==> src/rtl/paddle_ctl.sv <==
// paddle_ctl: debounced up/down button pair to clamped paddle position,
// with press step, hold auto-repeat and a release lockout.
module paddle_ctl #(
  parameter int HOLD_FIRST  = 32767,
  parameter int HOLD_REPEAT = 4095,
  parameter int DEB_TIME    = 16383,
  parameter int STEP        = 4,
  parameter int YMIN        = 0,
  parameter int YMAX        = 400,
  parameter int YINIT       = 200
) (
  input  logic       clk,
  input  logic       reset_n,
  input  logic       btn_up,
  input  logic       btn_dn,
  input  logic       freeze,
  input  logic       center,
  output logic [9:0] ypos,
  output logic       moved,
  output logic       dir,
  output logic       busy
);
  typedef enum logic [1:0] {IDLE, FIRST, REPEAT, LOCK} state_t;
  state_t      st;
  logic [15:0] cnt;
  logic [1:0]  up_q, dn_q;
  logic        hdir, up_s, dn_s, held, opp, step, sdir;
  logic [10:0] dn_y;
  logic [9:0]  up_y, ny;
  assign up_s = ~up_q[1];
  assign dn_s = ~dn_q[1];
  always_comb begin
    held = hdir ? dn_s : up_s;
    opp  = hdir ? up_s : dn_s;
    step = (st == IDLE) ? (up_s ^ dn_s) :
           ((st == FIRST || st == REPEAT) && held && !opp && cnt == 16'd0);
    sdir = (st == IDLE) ? dn_s : hdir;
    dn_y = {1'b0, ypos} + 11'(STEP);
    // up step is clamped before subtracting so it can never wrap below zero
    up_y = ({1'b0, ypos} < 11'(YMIN + STEP)) ? 10'(YMIN) : ypos - 10'(STEP);
    ny   = sdir ? ((dn_y > 11'(YMAX)) ? 10'(YMAX) : dn_y[9:0]) : up_y;
  end
  always_ff @(posedge clk or negedge reset_n) begin
    if (!reset_n) begin
      up_q  <= 2'b11;
      dn_q  <= 2'b11;
      st    <= IDLE;
      cnt   <= 16'd0;
      hdir  <= 1'b0;
      busy  <= 1'b0;
      ypos  <= 10'(YINIT);
      moved <= 1'b0;
      dir   <= 1'b0;
    end else begin
      up_q <= {up_q[0], btn_up};
      dn_q <= {dn_q[0], btn_dn};
      case (st)
        IDLE:
          if (up_s ^ dn_s) begin
            st   <= FIRST;
            hdir <= dn_s;
            cnt  <= 16'(HOLD_FIRST);
            busy <= 1'b1;
          end
        FIRST, REPEAT:
          if (!held || opp) begin
            st  <= LOCK;
            cnt <= 16'(DEB_TIME);
          end else if (cnt == 16'd0) begin
            st  <= REPEAT;
            cnt <= 16'(HOLD_REPEAT);
          end else cnt <= cnt - 16'd1;
        default:
          if (cnt == 16'd0) begin
            st   <= IDLE;
            busy <= 1'b0;
          end else cnt <= cnt - 16'd1;
      endcase
      if (step) dir <= sdir;
      if (center) begin
        ypos  <= 10'(YINIT);
        moved <= 1'b0;
      end else if (step && !freeze) begin
        ypos  <= ny;
        moved <= ny != ypos;
      end else moved <= 1'b0;
    end
  end
endmodule

==> config.mk <==
export PLATFORM = sky130hd
export DESIGN_NAME = paddle_ctl
export DESIGN_NICKNAME = d
export VERILOG_FILES = /design/src/rtl/paddle_ctl.sv
export SDC_FILE = /design/constraint.sdc
export NUM_CORES = 1
export LEC_CHECK = 0
export BUFFER_PORTS_ARGS = -buffer_cell sky130_fd_sc_hd__buf_2
export CORE_MARGIN = 3
export CORE_UTILIZATION = 36
export DETAILED_ROUTE_END_ITERATION = 6
export PLACE_DENSITY = 0.63
export REMOVE_ABC_BUFFERS = 1
export SYNTH_ARGS = -nofsm -noshare
export SYNTH_HDL_FRONTEND = slang
export SYNTH_SLANG_ARGS = --single-unit
==> constraint.sdc <==
create_clock -name clk -period 3.3 [get_ports clk]
set_clock_uncertainty 0.05 [all_clocks]
set_input_delay 0.165 -clock clk [delete_from_list [all_inputs] [get_ports clk]]
set_output_delay 0.165 -clock clk [all_outputs]
set_load 0.02 [all_outputs]
# Word level (Yosys, flattened, before mapping)
# Index checks and enable logic that the tools add are counted.
# totals
mem_bits_rw	0
latchBits	0
mem_bits_ro	0
memories	0
reg_bits	36
in_bits	6
elab_cells	67
out_inout_bits	13
# classes
div_mod_pow	0
n_bitwise	4
mul	0
n_eq_ne	6
reduce_logical	19
addsub	3
muxes	24
n_shift	0
magnitude_cmp	2
# op_table
cell	count
2-to-1 mux 16 bit	4
2-to-1 mux 10 bit	5
one-hot mux 16 bit (2 select lines)	1
zero test 16 bit	1
subtractor 16 x 1 -> 16 bit (second input constant)	1
adder 10 x 3 -> 11 bit (second input constant)	1
greater-than comparator 11 x 9 -> 1 bit (second input constant)	1
< comparator 10 x 3 -> 1 bit (second input constant)	1
!= test 10 bit	1
subtractor 10 x 3 -> 10 bit (second input constant)	1
2-to-1 mux 1 bit	8
2-to-1 mux 2 bit	4
AND reduction 3 bit	2
logical AND 1 bit	4
one-hot mux 2 bit (2 select lines)	1
AND reduction 2 bit	2
nonzero test 2 bit	2
zero test 1 bit	3
!= test 3 x 1 -> 1 bit (second input constant)	1
!= test 3 bit (second input constant)	1
NOT 1 bit	3
nonzero test 3 bit	1
equality test 2 x 1 -> 1 bit (second input constant)	1
equality test 2 bit (second input constant)	1
other kinds (6)	7

# Longest topological paths before layout
# depth
word_depth	9
depth_mapped	9
depth_no_buf	8

# Worst setup path after synthesis
# Ideal clock, no wire load.
# synth_timing
path_type	flip-flop to flip-flop
start	reg ypos[3]
end	reg ypos[5]
path_slack_ns	0.824
t_arrival_ns	2.331
path_buffers	1
synth_period_minus_slack_ns	2.476
stages_incl_launch_ff	10
t_required_ns	3.155
setup_ns	0.095
path_cell_list	dfstp_2 > clkbuf_1 > inv_1 > ha_1 > nor3b_1 > and3_1 > nand2b_1 > o22a_1 > mux2_2 > o31ai_1
# synth_via
elab_chain_cells	6
word_cells_on_any_way	9
classes_between	2 x add/sub; 2 x order compare; 5 x mux
# synth_rtl
element	line	text
start: declaration	18	output logic [9:0] ypos,
start signal: assignment	51	ypos <= 10'(YINIT);
start signal: assignment	81	ypos <= 10'(YINIT);
start signal: assignment	84	ypos <= ny;
adder 10 x 3 -> 11 bit	38	dn_y = {1'b0, ypos} + 11'(STEP);
greater-than comparator 11 x 9 -> 1 bit	41	ny = sdir ? ((dn_y > 11'(YMAX)) ? 10'(YMAX) : dn_y[9:0]) : up_y;
2-to-1 mux 10 bit	41	
2-to-1 mux 10 bit *	41	
2-to-1 mux 10 bit *	83	end else if (step && !freeze) begin
2-to-1 mux 10 bit *	80	if (center) begin
# Every way passes the cells marked *; elsewhere a longest branch is shown, timed or not. The select of a mux whose other input is x is not followed.
# A chain may end at the register's enable or synchronous reset.

# Worst setup path in the final report
# layout_timing
start	reg ypos[3]
end	reg ypos[4]
# The elaborated chain is that of the path after synthesis.

==> out/metrics.cfg <==
[logic_synthesis]
synth_common_cells=a21oi_1, dfrtp_1, nor2_1
synth_area_leaders=dfrtp_1, a21oi_1, dfstp_2
syn-cell-area_sq_mm=0.00266
synth_warnings=0
synth_seq_cells=36
synth_top_area_cell=dfrtp_1
ys.flop_type=dfrtp_1
syn_inst=308
yosysSeqAreaShare=0.341
synth_area_per_cell_sq_um=8.65
synth_top_cell_area_share=0.272
postSynth.asyncResetShare=1.00
synth_edf_count=0
synth_cell_type_count=66
synth_most_common_cell=a21oi_1

[setup_path]
start_kind=flip-flop
rr_worst_depth=7
critical_path_class=reg2reg
r2r_start=ypos[3]
crit_fanout=14
worst-endpoint-required_ns=3.42
end_kind=flip-flop
r2r_slack_ns=0.53
cp_data_arrival_time_ns=2.89
reg2reg_to=ypos[4]

[timing]
max_freq_ghz=0.361
whs_ns=0.231
rsz0062_at_grt=false
setup_viol=0
period_needed_ns=2.77
tns_ns=0
max_slew_margin=0.468
post-route-period-util=0.839
tightest_slew_ns=0.798
hold_viol=0
slew_viol_final=0

[power_and_ir_drop]
powerDensity_mw_per_mm2=537
pwr-share-comb=0.367
p_sw_uw=625
swShare=0.399
max-vdd-ir-drop_uv=232
p_seq_frac=0.434
power.internal_uw=941
p_leak_uw=0.00110
clockPowerShare=0.199

[place]
port_buffers=18
gp_congestion=0.863
hpwl_mm=4.61
dpl.cell_count=406

[cts]
cts_buffer_depth=2
insertion_delay_ns=0.29
clock_sinks=36
htree_levels=2
numCtsBuffers=5
cts_resized=0
cts_tree=done
ctsHoldBuffers=3
postCtsSetupRepairBufs=0
cts.clk_slew.worst_paths_ns=0.07
root_buffer=clkbuf_8

[detailed_routing]
vias_per_cell=5.80
drt_first_pass_iters=4
route.vias.total=2420
drc=0
drtIter0Drc=216
antenna_left=0
wl_per_cell_um=15.3
wl_mm=6.38

[floorplan]
die_area_sq_mm=0.00847
rows=30
core_sq_mm=0.00698
ios=19
die_w_um=92.0
start_util=0.382
die_h_um=92.0

[worst_hold_path]
worstHoldStart=freeze
hold_path.class=in2reg
holdPathStages=4
min_to=ypos[8]

[grt]
antenna_found_initial=0
track_usage=0.159
grt_pass1_wl_mm=11.0
grt_start_max_net_pins=37
overflow=0
grt_pass1_vias=2210

[finish]
fin_nets=332
n_antenna_cell=0
instances_no_fill=417
final_util=0.418
areaGrowthSynthToFinish_pct=9.58
fillCellCount=712
drive_above_1_share=0.184

[outcome]
status=completed

[run]
drv_cap=0

state kept, by name (all words and copies together) (netlist names):
name   count
ypos      10
up_q       2
dir        1
st         2
dn_q       2
moved      1
hdir       1
busy       1
cnt       16
worst max-delay path: stages (launching register included):
cell,delay (ns)
dfstp_2,0.65
ha_1,0.49
a21boi_0,0.38
a21oi_1,0.12
o221ai_1,0.17
a32o_1,0.28
nor2_1,0.12
a221o_1,0.37
area by class of cell:
type                    count  area (sq um)  area share
well taps                  96           120      0.0411
flip-flops and latches     36           910       0.312
clock inverters             3          18.8     0.00643
repair buffers             23           135      0.0463
inverters                  14          52.6      0.0180
multi-input cells         240          1610       0.553
clock buffers               5          68.8      0.0236
placed cells by master, fill, tap and decap left out, types with 3 or more instances in the layout:
master	instances
inv_1	14
dfrtp_1	29
o21ba_2	4
nand4_1	6
nand2b_1	6
a21boi_0	3
and3_1	3
o22ai_1	3
o22a_1	11
ha_1	6
a21oi_1	38
o211ai_1	4
o21ai_0	14
nand2_1	23
clkbuf_8	5
nor3_1	7
o21ai_1	3
o31ai_1	3
buf_2	18
o2111ai_1	3
dlygate4sd3_1	3
nand3_1	5
dfstp_2	7
or2_2	5
o21a_1	4
nor2_1	28
a31oi_1	10
metal layers:
metal  vias to the layer above  GRT usage  wire length (um)  part of all wire
met1                      1159      0.236              3130              0.49
met5                         -          0                 0                 0
met4                         0     0.0458                78             0.012
met2                        69      0.232              2810              0.44
met3                         8     0.0312               364             0.057
li1                       1184          -                 -                 -
worst max path at each step:
stage                  from      end  slack (ns)  cells after the start
finish              ypos[3]  ypos[4]        0.53                      7
global route        ypos[3]  ypos[4]        0.34                      7
CTS                 ypos[3]  ypos[4]        0.57                      7
detailed placement   cnt[0]    st[0]        0.59                      7
global placement     cnt[0]    st[0]        0.61                      7
floorplan           ypos[3]  ypos[4]        0.86                      7
through the flow:
stage                     setup WS (ns)  cell area, sq um  power (uW)
after CTS                         0.566              2920        1580
after global routing              0.344              2920        1700
after global placement            0.607              2800        1240
after floorplan                   0.864              2580        1120
after detailed placement          0.587              2800        1260
final                             0.530              2920        1570
power groups by stage:
stage / clock network [uW] / logic [uW] / registers [uW]
3_5_place_dp: 0 / 570 / 688
6_report: 312 / 575 / 679
4_1_cts: 326 / 577 / 680
3_3_place_gp: 0 / 559 / 683
2_1_floorplan: 0 / 453 / 666
5_1_grt: 347 / 655 / 698
kinds of logic (layout without fill, tap and decap cells):
family,after synthesis,in the layout,synth area share
simple gates,107,107,0.233
buf+inv,32,45,0.0526
flops,36,36,0.341
fa+ha+maj,6,6,0.0282
xor+xnor,2,2,0.00658
compound gates,121,121,0.323
mux,4,4,0.0160
Note: power is estimated with default switching activity, not from simulation.
